**src/rtl/avl_counter_bank_pkg.sv**
```systemverilog
// Shared constants for the Avalon counter bank: CTRL bit positions,
// register offsets above the counter window, and the per-counter address stride.
package ctr_pkg;

  localparam int CTRL_FREEZE  = 0;
  localparam int CTRL_CLR_ALL = 1;
  localparam int CTRL_IRQ_EN  = 2;

  localparam int CTRL_OFS   = 0;
  localparam int STATUS_OFS = 1;

  // Counters sit on power-of-two strides so index/byte split is a plain shift/mask.
  function automatic int stride(input int cnt_bytes);
    return 1 << $clog2(cnt_bytes);
  endfunction

endpackage

```
**src/rtl/avl_counter_bank_if.sv**
```systemverilog
// Byte-wide Avalon-MM slave bus shared with the game register file.
interface avl_counter_bank_if #(
  parameter int ADDR_W = 6
);
  logic              avl_cs;
  logic              avl_rden;
  logic              avl_wren;
  logic [ADDR_W-1:0] avl_addr;
  logic [7:0]        avl_wdata;
  logic [7:0]        avl_rdata;

  modport master (
    output avl_cs, avl_rden, avl_wren, avl_addr, avl_wdata,
    input  avl_rdata
  );

  modport slave (
    input  avl_cs, avl_rden, avl_wren, avl_addr, avl_wdata,
    output avl_rdata
  );
endinterface

```
**src/rtl/avl_counter_bank_cell.sv**
```systemverilog
// One hardware event counter: clear > commit > increment, with saturate or
// wrap at all-ones and a one-cycle overflow pulse for the sticky flag.
module ctr_cell #(
  parameter int CW       = 16,
  parameter bit SATURATE = 1'b1
) (
  input  logic          clk,
  input  logic          reset,
  input  logic          clr_i,
  input  logic          commit_i,
  input  logic [CW-1:0] commit_val_i,
  input  logic          inc_i,
  output logic [CW-1:0] cnt_o,
  output logic          ovf_o
);

  logic [CW-1:0] cnt_q, cnt_d;

  // Higher-priority events swallow an increment completely, including its overflow.
  always_comb begin
    cnt_d = cnt_q;
    ovf_o = 1'b0;
    if (clr_i) begin
      cnt_d = '0;
    end else if (commit_i) begin
      cnt_d = commit_val_i;
    end else if (inc_i) begin
      if (&cnt_q) begin
        ovf_o = 1'b1;
        cnt_d = SATURATE ? cnt_q : '0;
      end else begin
        cnt_d = cnt_q + 1'b1;
      end
    end
  end

  always_ff @(posedge clk or negedge reset) begin
    if (!reset) cnt_q <= '0;
    else        cnt_q <= cnt_d;
  end

  assign cnt_o = cnt_q;

endmodule

```
**src/rtl/avl_counter_bank.sv**
```systemverilog
// Avalon-mapped bank of NUM_CNT hardware event counters with snapshot reads,
// staged multi-byte writes, sticky overflow flags and a level interrupt.
module avl_counter_bank
  import ctr_pkg::*;
#(
  parameter int NUM_CNT   = 4,
  parameter int CNT_BYTES = 2,
  parameter bit SATURATE  = 1'b1,
  parameter int ADDR_W    = 6
) (
  input  logic                clk,
  input  logic                reset,
  avl_counter_bank_if.slave   avl,
  input  logic [NUM_CNT-1:0]  inc,
  input  logic                hw_clr,
  output logic                irq
);

  localparam int CW     = 8 * CNT_BYTES;
  localparam int STRIDE = stride(CNT_BYTES);
  localparam int SB     = $clog2(STRIDE);
  localparam int CB     = NUM_CNT * STRIDE;
  localparam int IW     = (NUM_CNT > 1) ? $clog2(NUM_CNT) : 1;

  logic              rd_en, wr_en;
  logic [ADDR_W-1:0] byte_off, cnt_idx;
  logic              cnt_hit, ctrl_hit, stat_hit, top_byte;
  logic              clr_all, clear;

  assign rd_en    = avl.avl_cs & avl.avl_rden;
  assign wr_en    = avl.avl_cs & avl.avl_wren;
  assign byte_off = avl.avl_addr & ADDR_W'(STRIDE - 1);
  assign cnt_idx  = avl.avl_addr >> SB;
  assign cnt_hit  = (cnt_idx < ADDR_W'(NUM_CNT)) && (byte_off < ADDR_W'(CNT_BYTES));
  assign ctrl_hit = (avl.avl_addr == ADDR_W'(CB + CTRL_OFS));
  assign stat_hit = (avl.avl_addr == ADDR_W'(CB + STATUS_OFS));
  assign top_byte = (byte_off == ADDR_W'(CNT_BYTES - 1));
  assign clr_all  = wr_en & ctrl_hit & avl.avl_wdata[CTRL_CLR_ALL];
  assign clear    = hw_clr | clr_all;

  logic [CW-1:0] commit_val;

  generate
    if (CNT_BYTES > 1) begin : g_stage
      logic [CW-9:0] stage_q, stage_d;

      always_comb begin
        stage_d = stage_q;
        if (clear) begin
          stage_d = '0;
        end else if (wr_en && cnt_hit && !top_byte) begin
          for (int k = 0; k < CNT_BYTES - 1; k++) begin
            if (byte_off == ADDR_W'(k)) stage_d[8*k +: 8] = avl.avl_wdata;
          end
        end
      end

      always_ff @(posedge clk or negedge reset) begin
        if (!reset) stage_q <= '0;
        else        stage_q <= stage_d;
      end

      assign commit_val = {avl.avl_wdata, stage_q};
    end else begin : g_direct
      assign commit_val = avl.avl_wdata;
    end
  endgenerate

  logic               freeze_q, freeze_d;
  logic               irq_en_q, irq_en_d;
  logic [CW-1:0]      cnt [NUM_CNT];
  logic [NUM_CNT-1:0] ovf;

  generate
    for (genvar gi = 0; gi < NUM_CNT; gi++) begin : g_cell
      ctr_cell #(
        .CW       (CW),
        .SATURATE (SATURATE)
      ) u_cell (
        .clk          (clk),
        .reset        (reset),
        .clr_i        (clear),
        .commit_i     (wr_en && cnt_hit && top_byte && (cnt_idx == ADDR_W'(gi))),
        .commit_val_i (commit_val),
        .inc_i        (inc[gi] & ~freeze_q),
        .cnt_o        (cnt[gi]),
        .ovf_o        (ovf[gi])
      );
    end
  endgenerate

  logic [NUM_CNT-1:0] flags_q, flags_d;
  logic [CW-1:0]      snap_q, snap_d;
  logic [IW-1:0]      snap_idx_q, snap_idx_d;
  logic [7:0]         rdata_q, rdata_d;
  logic               irq_q, irq_d;
  logic [CW-1:0]      cnt_sel, rd_src, rd_shift;

  always_comb begin
    freeze_d = freeze_q;
    irq_en_d = irq_en_q;
    if (wr_en && ctrl_hit) begin
      freeze_d = avl.avl_wdata[CTRL_FREEZE];
      irq_en_d = avl.avl_wdata[CTRL_IRQ_EN];
    end

    // A new overflow beats a concurrent write-1-to-clear of the same flag.
    flags_d = flags_q;
    if (clear) begin
      flags_d = '0;
    end else begin
      if (wr_en && stat_hit) flags_d = flags_q & ~avl.avl_wdata[NUM_CNT-1:0];
      flags_d = flags_d | ovf;
    end

    cnt_sel = '0;
    for (int k = 0; k < NUM_CNT; k++) begin
      if (cnt_idx == ADDR_W'(k)) cnt_sel = cnt[k];
    end

    snap_d     = snap_q;
    snap_idx_d = snap_idx_q;
    if (rd_en && cnt_hit && (byte_off == '0)) begin
      snap_d     = cnt_sel;
      snap_idx_d = cnt_idx[IW-1:0];
    end
    if (clear) snap_d = '0;

    // Upper bytes come from the snapshot only if it was taken from this counter.
    rd_src   = ((byte_off != '0) && (ADDR_W'(snap_idx_q) == cnt_idx)) ? snap_q : cnt_sel;
    rd_shift = rd_src >> {byte_off, 3'b000};

    rdata_d = rdata_q;
    if (rd_en) begin
      rdata_d = 8'h00;
      if (cnt_hit) begin
        rdata_d = rd_shift[7:0];
      end else if (ctrl_hit) begin
        rdata_d[CTRL_FREEZE] = freeze_q;
        rdata_d[CTRL_IRQ_EN] = irq_en_q;
      end else if (stat_hit) begin
        rdata_d[NUM_CNT-1:0] = flags_q;
      end
    end

    irq_d = irq_en_q & (|flags_q);
  end

  always_ff @(posedge clk or negedge reset) begin
    if (!reset) begin
      freeze_q   <= 1'b0;
      irq_en_q   <= 1'b0;
      flags_q    <= '0;
      snap_q     <= '0;
      snap_idx_q <= '0;
      rdata_q    <= 8'h00;
      irq_q      <= 1'b0;
    end else begin
      freeze_q   <= freeze_d;
      irq_en_q   <= irq_en_d;
      flags_q    <= flags_d;
      snap_q     <= snap_d;
      snap_idx_q <= snap_idx_d;
      rdata_q    <= rdata_d;
      irq_q      <= irq_d;
    end
  end

  assign avl.avl_rdata = rdata_q;
  assign irq           = irq_q;

endmodule

```
**src/flat_wrapper.sv**
```systemverilog
// flat-port wrapper written by rule: the top's interface ports become plain ports
module avl_counter_bank_flat import ctr_pkg::*;
#(
  parameter int NUM_CNT   = 4,
  parameter int CNT_BYTES = 2,
  parameter bit SATURATE  = 1'b1,
  parameter int ADDR_W    = 6
)
  (clk, reset, inc, hw_clr, irq, avl_avl_cs, avl_avl_rden, avl_avl_wren, avl_avl_addr, avl_avl_wdata, avl_avl_rdata);
  avl_counter_bank_if #(.ADDR_W(ADDR_W)) avl_i ();
  input  logic clk;
  input  logic reset;
  input  logic [NUM_CNT-1:0] inc;
  input  logic hw_clr;
  output logic irq;
  input wire logic [$bits(avl_i.avl_cs)-1:0] avl_avl_cs;
  input wire logic [$bits(avl_i.avl_rden)-1:0] avl_avl_rden;
  input wire logic [$bits(avl_i.avl_wren)-1:0] avl_avl_wren;
  input wire logic [$bits(avl_i.avl_addr)-1:0] avl_avl_addr;
  input wire logic [$bits(avl_i.avl_wdata)-1:0] avl_avl_wdata;
  output wire logic [$bits(avl_i.avl_rdata)-1:0] avl_avl_rdata;
  assign avl_i.avl_cs = avl_avl_cs;
  assign avl_i.avl_rden = avl_avl_rden;
  assign avl_i.avl_wren = avl_avl_wren;
  assign avl_i.avl_addr = avl_avl_addr;
  assign avl_i.avl_wdata = avl_avl_wdata;
  assign avl_avl_rdata = avl_i.avl_rdata;
  avl_counter_bank #(.NUM_CNT(NUM_CNT), .CNT_BYTES(CNT_BYTES), .SATURATE(SATURATE), .ADDR_W(ADDR_W)) u_core (.clk(clk), .reset(reset), .avl(avl_i), .inc(inc), .hw_clr(hw_clr), .irq(irq));
endmodule
```
**config.mk**
```make
export PLATFORM = sky130hd
export DESIGN_NAME = avl_counter_bank_flat
export DESIGN_NICKNAME = d
export VERILOG_FILES = /design/src/rtl/avl_counter_bank_pkg.sv /design/src/rtl/avl_counter_bank_if.sv /design/src/rtl/avl_counter_bank_cell.sv /design/src/rtl/avl_counter_bank.sv /design/src/flat_wrapper.sv
export SDC_FILE = /design/constraint.sdc
export NUM_CORES = 1
export LEC_CHECK = 0
export BUFFER_PORTS_ARGS = -buffer_cell sky130_fd_sc_hd__buf_2
export CAP_MARGIN = 20
export CORE_MARGIN = 10
export CORE_UTILIZATION = 56
export DETAILED_ROUTE_END_ITERATION = 10
export GPL_TIMING_DRIVEN = 0
export PLACE_DENSITY_LB_ADDON = 0.15
export REMOVE_ABC_BUFFERS = 1
export SLEW_MARGIN = 20
export SYNTH_ARGS = -nofsm -noshare
export SYNTH_HDL_FRONTEND = slang
export SYNTH_SLANG_ARGS = --single-unit
export TNS_END_PERCENT = 20
```
**constraint.sdc**
```tcl
create_clock -name clk -period 1.7 [get_ports clk]
set_input_delay 0.085 -clock clk [delete_from_list [all_inputs] [get_ports clk]]
set_output_delay 0.085 -clock clk [all_outputs]
set_load 0.02 [all_outputs]
```
==> flow_summary.toml, run 1 <==
[layout]
final_common_cell = "a21oi_1"
final_cells = 856
nets = 740
areaGrowthSynthToFinish_pct = 21.6
nFillCells = 805
num_antenna_cells = 0
most-common-layout-cells = "a21oi_1, dfrtp_1, nand2_1, xnor2_1, o21ai_0"
multi_input_area_mm2 = 0.00401
drive_gt1_frac = 0.323
seqCellArea_mm2 = 0.00247

[sta]
slew_violations = 0
holdWs_ns = 0.0173
worstMarginPinSlew_ns = 0.867
fmax_mhz = 544
rsz0062_at_grt = "true"
hold_viol_final = 0
finalSetupTns_ns = -1.63
finClkSkew_ns = 0.0204
worst_slack_ns = -0.137
min_period_over_period = 1.08
period_needed_ns = 1.84
setup_violations = 25
maxSlewHeadroom = 0.419

[global_routing]
grt_pass1_wl_um = 30300
antenna_found_initial = 0
grt_start_max_net_pins = 70
grt_overflow = 0
grt_pass1_vias = 5343
gr-usage-all-layers = 0.242

[detailed_routing]
routed_wirelength_um = 20200
drcViolationCount = 0
ant_nets = 0
dr_total_vias = 5710
viasPerCell = 6.67
first_iter_violations = 768
wire_per_inst_um = 23.6
drt_pre_antenna_iters = 7

[clock_tree]
clkSinkCount = 97
cts.path.max_buffers = 2
root_buffer = "clkbuf_8"
numCtsBuffers = 9
clk_pin_slew_ns = 0.10
tritoncts = "yes"
htreeDepth = 3
insertion_delay_ns = 0.40

[yosys]
ys_warn_count = 0
avgSynthCellArea_um2 = 9.48
synth-seq-area-share = 0.390
ys_async_sr_fraction = 1.00
synth_area_mm2 = 0.00622
syn_inst = 656
ys_types = 60
synth_edf_count = 0
ys_ff_latch = 97
ys.flop_type = "dfrtp_1"

[power_and_ir_drop]
p_per_area_mw_per_mm2 = 601
power.leakage_nw = 2.94
irDropWorstVdd_v = 0.000424

[setup_path]
cp-end-kind = "register"
rr_worst_depth = 7
max_stage_delay_ns = 0.41
criticalPathCategory = "register to register"
crit_family = "simple AND/OR/NAND/NOR gates"
critPathRequiredTime_ns = 1.99
crit_path_max_fanout = 4
slowest_stage = "dfrtp_1"
start_kind = "register"
worstPathArrival_ns = 2.13
path_cells = "ha_4 -> nand4_1 -> buf_4 -> nor4_4 -> mux2_4 -> mux2i_1 -> nor2_1"
path_buf_inv = 1
critical_path_depth = 7

[floorplanning]
core_area_mm2 = 0.0108
fp.dieW_um = 125
die_h_um = 125
start_util = 0.574
placementRows = 38
io_pins = 33
die-area_mm2 = 0.0157

[flow_run]
maxCapViolCount = 0

[min_path]
hold_class = "primary input to register"
hold_path_depth = 3

[outcome]
violations = "negative setup slack"
outcome = "finished, violations left"

[placed_design]
place.gp.congestion = 0.941
preCtsSetupSlack_ns = -0.871
placedCellCount = 791
port_buffers = 32
dp_hpwl_um = 12500
state kept, by name, summed over array words and instances (netlist names):
name / flops
u_core.snap_q: 8
u_core.snap_idx_q: 2
u_core.avl.avl_rdata: 8
u_core.g_stage.stage_q: 8
u_core.irq: 1
u_core.flags_q: 4
u_core.g_cell.u_cell.cnt_o: 64
u_core.irq_en_q: 1
u_core.freeze_q: 1
kinds of logic after synthesis:
group,Yosys count,share of synthesized area
XOR/XNOR,54,0.0760
multiplexers,44,0.104
buffers and inverters,50,0.0430
AO/OA/AOI/OAI,167,0.156
adder cells (fa/ha/maj),4,0.00805
AND/OR/NAND/NOR,240,0.223
flip-flops,97,0.390
where the power goes:
group	leakage, nW	internal (mW)	total (mW)	switching [mW]
sequential	1.29	2.35	2.42	0.0701
combinational	1.55	0.233	0.572	0.339
clock	0.0988	0.690	1.55	0.860
total	2.94	3.28	4.55	1.27
stage by stage:
step	instance area (µm²)	total power [mW]	utilization
global placement	6320	2.88	0.583
CTS	7080	4.47	0.653
global route	7560	4.69	0.698
finish	7560	4.55	0.698
floorplan	5980	2.67	-
detailed placement	6420	2.91	0.593
cell type report:
class,instances,area share
multi-input cells,510,0.530
repair buffers,86,0.0913
flip-flops and latches,97,0.326
well taps,140,0.0232
inverters,8,0.00397
clock inverters,1,0.00116
clock buffers,14,0.0241
routing by layer:
metal,up-vias,share of wire,track usage
met5,-,0,0
met4,0,0.042,0.0942
met3,70,0.10,0.0638
met2,321,0.46,0.386
met1,2787,0.39,0.307
li1,2532,-,-
what timing repair did:
action,CTS,global route
gates resized for setup,59,72
buffers inserted,27,21
endpoints found under the hold margin,97,0
cloned,1,0
hold buffers,1,0
endpoints found under the setup margin,87,67
pin swaps,21,30
path summary, 6_finish.rpt:
check                                                  from                           endpoint  slack [ns]
max                        u_core.g_cell[2].u_cell.cnt_o[1]  u_core.g_cell[2].u_cell.cnt_o[14]       -0.14
min                                        avl_avl_wdata[6]  u_core.g_cell[3].u_cell.cnt_o[14]        0.02
max reg2reg                u_core.g_cell[2].u_cell.cnt_o[1]  u_core.g_cell[2].u_cell.cnt_o[14]       -0.14
min reg2reg                         u_core.avl.avl_rdata[4]            u_core.avl.avl_rdata[4]        0.50
max in group asynchronous                             reset   u_core.g_cell[0].u_cell.cnt_o[4]        0.90
min in group asynchronous                             reset                         u_core.irq        0.12
tightest hold or removal path: cells and delay by family:
family,cells,cell delay (ns)
AO/OA/AOI/OAI,1,0.06
AND/OR/NAND/NOR,1,0.08
buffers and inverters,1,0.16
cells in the mapped netlist (all sizes together) (6+ instances only):
| library cell | n | area (µm²) |
|---|---|---|
| a211oi | 12 | 90.1 |
| a21oi | 71 | 363 |
| and2 | 7 | 43.8 |
| and3 | 10 | 62.6 |
| and4 | 9 | 78.8 |
| buf | 24 | 170 |
| clkbuf | 18 | 67.6 |
| dfrtp | 97 | 2430 |
| inv | 8 | 30.0 |
| mux2i | 24 | 240 |
| mux4 | 16 | 360 |
| nand2 | 58 | 218 |
| nand2b | 8 | 50.1 |
| nand3 | 26 | 130 |
| nand4 | 20 | 138 |
| nor2 | 34 | 128 |
| nor3 | 24 | 125 |
| nor3b | 6 | 50.1 |
| nor4 | 13 | 130 |
| o211ai | 6 | 45.0 |
| o21ai | 61 | 305 |
| xnor2 | 48 | 420 |
| xor2 | 6 | 52.6 |
(Power assumes the default switching activity.)
==> run 2: changes to the inputs <==
--- a/config.mk
+++ b/config.mk
@@ -8,11 +8,12 @@
 export BUFFER_PORTS_ARGS = -buffer_cell sky130_fd_sc_hd__buf_2
 export CAP_MARGIN = 20
 export CORE_MARGIN = 10
-export CORE_UTILIZATION = 56
+export CORE_UTILIZATION = 45
 export DETAILED_ROUTE_END_ITERATION = 10
 export GPL_TIMING_DRIVEN = 0
 export PLACE_DENSITY_LB_ADDON = 0.15
 export REMOVE_ABC_BUFFERS = 1
+export SETUP_SLACK_MARGIN = 0.5
 export SLEW_MARGIN = 20
 export SYNTH_ARGS = -nofsm -noshare
 export SYNTH_HDL_FRONTEND = slang
==> flow_summary.toml, run 2 (synthesis results as in run 1) <==
[floorplanning]
io_pins = 33
placementRows = 42
fp.dieW_um = 138
die_h_um = 138
die-area_mm2 = 0.0189
start_util = 0.464
core_area_mm2 = 0.0134

[sta]
worst_slack_ns = -0.116
min_period_over_period = 1.07
worstMarginPinSlew_ns = 0.822
setup_violations = 18
finClkSkew_ns = 0.0104
rsz0062_at_grt = "true"
fmax_mhz = 551
period_needed_ns = 1.82
finalSetupTns_ns = -0.848
hold_viol_final = 0
slew_violations = 0
maxSlewHeadroom = 0.449

[layout]
final_common_cell = "a21oi_1"
final_cells = 909
nets = 756
areaGrowthSynthToFinish_pct = 30.1
drive_gt1_frac = 0.368
largest_reg_flops = 64
most-common-layout-cells = "a21oi_1, dfrtp_1, nand2_1, xnor2_1"
num_antenna_cells = 0

[outcome]
violations = "negative setup slack"
outcome = "finished, violations left"

[detailed_routing]
wire_per_inst_um = 23.3
ant_nets = 0
routed_wirelength_um = 21200
viasPerCell = 6.19
drt_pre_antenna_iters = 5
first_iter_violations = 621
drcViolationCount = 0
dr_total_vias = 5630

[clock_tree]
numCtsBuffers = 9
tritoncts = "yes"
root_buffer = "clkbuf_16"
cts.path.max_buffers = 2
clk_pin_slew_ns = 0.07
insertion_delay_ns = 0.36
clkSinkCount = 97
htreeDepth = 3

[placed_design]
placedCellCount = 829
port_buffers = 32
place.gp.congestion = 0.911
preCtsSetupSlack_ns = -0.936
dp_hpwl_um = 13400

[setup_path]
crit_family = "simple AND/OR/NAND/NOR gates"
path_cells = "buf_4 -> nand2_2 -> or4_4 -> nor3b_2 -> xnor2_1 -> a21oi_1"
start_kind = "register"
crit_path_max_fanout = 4
max_stage_delay_ns = 0.61
worstPathArrival_ns = 2.06
cp-end-kind = "register"
critPathRequiredTime_ns = 1.94
slowest_stage = "or4_4"
criticalPathCategory = "register to register"
path_buf_inv = 1

[global_routing]
grt_start_max_net_pins = 50
grt_overflow = 0
grt_pass1_wl_um = 32300
gr-usage-all-layers = 0.226
antenna_found_initial = 0
grt_pass1_vias = 5497

[power_and_ir_drop]
irDropWorstVdd_v = 0.000580
power.leakage_nw = 3.11
p_per_area_mw_per_mm2 = 673

[flow_run]
maxCapViolCount = 0

[min_path]
hold_class = "primary input to register"
[run 2: changes by cell type in the layout (fill, tap and decap cells not counted), moves of 4 or more]
| cell | delta |
|---|---|
| clkbuf_8 | -13 |
| buf_6 | +9 |
| clkbuf_16 | +9 |
| nand3_1 | -4 |
| nor2_1 | -4 |
[run 2: final timing paths]
check,from,to,slack (ns),cells past startpoint
hold / removal,avl_avl_addr[2],u_core.snap_idx_q[1],0.04,3
min in group asynchronous,reset,u_core.freeze_q,0.23,2
setup / recovery,u_core.g_cell[2].u_cell.cnt_o[0],u_core.g_cell[2].u_cell.cnt_o[9],-0.12,6
hold reg to reg,u_core.avl.avl_rdata[4],u_core.avl.avl_rdata[4],0.50,2
setup reg to reg,u_core.g_cell[2].u_cell.cnt_o[0],u_core.g_cell[2].u_cell.cnt_o[9],-0.12,6
max in group asynchronous,reset,u_core.g_cell[1].u_cell.cnt_o[7],0.83,3
[run 2: routing by layer]
| layer | vias up | part of all wire | track usage |
|---|---|---|---|
| li1 | 2567 | - | - |
| met4 | 0 | 0.036 | 0.0960 |
| met1 | 2770 | 0.42 | 0.293 |
| met3 | 52 | 0.076 | 0.0499 |
| met2 | 241 | 0.47 | 0.354 |
| met5 | - | 0 | 0 |
[run 2: final cells by class]
type	instances	area, µm²
Timing Repair Buffer	101	882
Multi-Input combinational cell	511	4150
Fill cell	1093	5310
Clock buffer	9	225
Inverter	8	30.0
Tap cell	176	220
Clock inverter	7	119
Sequential cell	97	2470
[run 2: tightest hold or removal path, stage by stage]
cell and delay, ns:
buf_8 0.15, nand2_1 0.08, nand2_1 0.04
[run 2: repair_timing]
item / 4_1_cts / 5_1_grt
setup buffers: 41 / 20
cloned: 2 / 0
endpoints found under the setup margin: 96 / 95
pin swaps: 48 / 81
resized for setup: 118 / 58
hold endpoints to repair: 48 / 0
hold buffers: 1 / 0
[run 2: power by group]
group	internal [mW]	switching, mW
clock	1.44	0.959
sequential	2.35	0.0694
combinational	0.261	0.365
[run 2: metrics by stage]
stage	hold slack [ns]	cell area, µm²	total power, mW	utilization
2_1_floorplan	-0.211	5980	2.67	-
3_3_place_gp	0.457	6360	2.90	0.475
3_5_place_dp	0.0621	6500	2.92	0.485
4_1_cts	0.0333	7710	5.43	0.576
5_1_grt	0.0614	8090	5.64	0.604
6_report	0.0418	8090	5.45	0.604
==> run 3: changes to the inputs <==
--- a/config.mk
+++ b/config.mk
@@ -7,7 +7,7 @@
 export LEC_CHECK = 0
 export BUFFER_PORTS_ARGS = -buffer_cell sky130_fd_sc_hd__buf_2
 export CAP_MARGIN = 20
-export CORE_MARGIN = 10
+export CORE_MARGIN = 1
 export CORE_UTILIZATION = 45
 export DETAILED_ROUTE_END_ITERATION = 10
 export GPL_TIMING_DRIVEN = 0
==> flow_summary.toml, run 3 (synthesis results as in run 1) <==
[floorplanning]
placementRows = 42
io_pins = 33
die-area_mm2 = 0.0143
start_util = 0.466
core_area_mm2 = 0.0133
fp.dieW_um = 120
die_h_um = 120

[placed_design]
port_buffers = 32
place.gp.congestion = 0.872
preCtsSetupSlack_ns = -0.973
dp_hpwl_um = 13100

[sta]
period_needed_ns = 1.89
min_period_over_period = 1.11
holdWs_ns = 0.0445
maxSlewHeadroom = 0.439
hold_viol_final = 0
finalSetupTns_ns = -3.23
rsz0062_at_grt = "true"
fmax_mhz = 530
setup_violations = 31
worst_slack_ns = -0.188
worstMarginPinSlew_ns = 0.837
finClkSkew_ns = 0.00697
slew_violations = 0

[layout]
nets = 747
most-common-layout-cells = "dfrtp_1, a21oi_1, nand2_1, o21ai_0, xnor2_1"
final_common_cell = "dfrtp_1"
num_antenna_cells = 0
largest_reg_flops = 64
areaGrowthSynthToFinish_pct = 29.0
drive_gt1_frac = 0.367
nFillCells = 1128
utilization = 0.601

[setup_path]
cp-end-kind = "register"
crit_path_max_fanout = 4
critPathRequiredTime_ns = 1.94
start_kind = "register"
criticalPathCategory = "register to register"
worstPathArrival_ns = 2.13

[clock_tree]
cts.path.max_buffers = 2
tritoncts = "yes"
htreeDepth = 3
root_buffer = "clkbuf_16"
insertion_delay_ns = 0.36
numCtsBuffers = 9
clk_pin_slew_ns = 0.07
clkSinkCount = 97

[detailed_routing]
ant_nets = 0
first_iter_violations = 519
drt_pre_antenna_iters = 5
wire_per_inst_um = 22.9
routed_wirelength_um = 20600
drcViolationCount = 0
dr_total_vias = 5676
viasPerCell = 6.31

[power_and_ir_drop]
irDropWorstVdd_v = 0.000493
power_mw = 5.05
seq_power_share = 0.480
p_sw_mw = 1.36
power.leakage_nw = 3.09
power_switching_share = 0.270
p_int_mw = 3.69
pwr-share-comb = 0.125
p_per_area_mw_per_mm2 = 629
p_clk_frac = 0.395

[global_routing]
grt_overflow = 0
grt_pass1_wl_um = 31100
gr-usage-all-layers = 0.293
antenna_found_initial = 0
grt_start_max_net_pins = 55
grt_pass1_vias = 5283

[outcome]
violations = "negative setup slack"
outcome = "finished, violations left"

[min_path]
hold_class = "primary input to register"

[flow_run]
maxCapViolCount = 0
run 3: changes by cell type in the layout (fill, tap and decap cells not counted), moves of 3 or more:
cell	delta
nor3_2	-6
buf_6	-5
nor3_4	+5
buf_4	-3
bufinv_16	-3
clkinv_2	+3
nand3_1	+3
nand3_2	-3
xnor2_1	-3
run 3: worst max-delay path, stage by stage (launching register included):
cell	delay (ns)
dfrtp_2	0.46
buf_6	0.14
nand3b_1	0.15
or4_4	0.55
nor3b_4	0.27
xnor2_2	0.15
a21oi_2	0.06
run 3: per-stage QoR:
stage | std cells | area (µm²)
6_report | 900 | 8030
5_1_grt | 900 | 8030
4_1_cts | 877 | 7500
3_5_place_dp | 828 | 6500
3_3_place_gp | 822 | 6360
2_1_floorplan | 614 | 5980
run 3: power groups by stage:
stage	clock, mW	combinational [mW]	sequential (mW)
floorplan	0	0.224	2.44
global placement	0	0.438	2.46
detailed placement	0	0.470	2.46
CTS	2.02	0.546	2.42
global route	2.12	0.681	2.43
finish	1.99	0.633	2.42
run 3: worst paths after layout:
check	startpoint	end	slack, ns	cells after the start
worst max register to register	u_core.freeze_q	u_core.g_cell[0].u_cell.cnt_o[11]	-0.19	6
worst min register to register	u_core.snap_idx_q[0]	u_core.snap_idx_q[0]	0.50	2
max in group asynchronous	reset	u_core.g_cell[1].u_cell.cnt_o[7]	0.80	3
min in group asynchronous	reset	u_core.avl.avl_rdata[0]	0.26	2
worst min-delay path	hw_clr	u_core.g_cell[0].u_cell.cnt_o[10]	0.04	4
worst max-delay path	u_core.freeze_q	u_core.g_cell[0].u_cell.cnt_o[11]	-0.19	6
run 3: what timing repair did:
action                                 4_1_cts  5_1_grt
hold buffers                                 1        0
endpoints found under the hold margin       53        0
cloned                                       1        0
gates resized for setup                    104       75
setup endpoints to repair                   96       96
setup buffers                               31       23
pin swaps                                   44       51
run 3: metal layers:
| metal | GRT usage | part of all wire | up-vias | routed length [µm] |
|---|---|---|---|---|
| met5 | 0 | 0 | - | 0 |
| met4 | 0.113 | 0.040 | 0 | 831 |
| met3 | 0.0518 | 0.069 | 57 | 1420 |
| met2 | 0.466 | 0.47 | 239 | 9670 |
| met1 | 0.398 | 0.42 | 2830 | 8670 |
| li1 | - | - | 2550 | - |
run 3: area by class of cell:
cell class	instances	area, µm²	area share
clock inverters	5	28.8	0.00359
well taps	176	220	0.0274
clock buffers	11	253	0.0315
multi-input cells	509	4200	0.523
repair buffers	94	828	0.103
inverters	8	30.0	0.00374
flip-flops and latches	97	2470	0.307
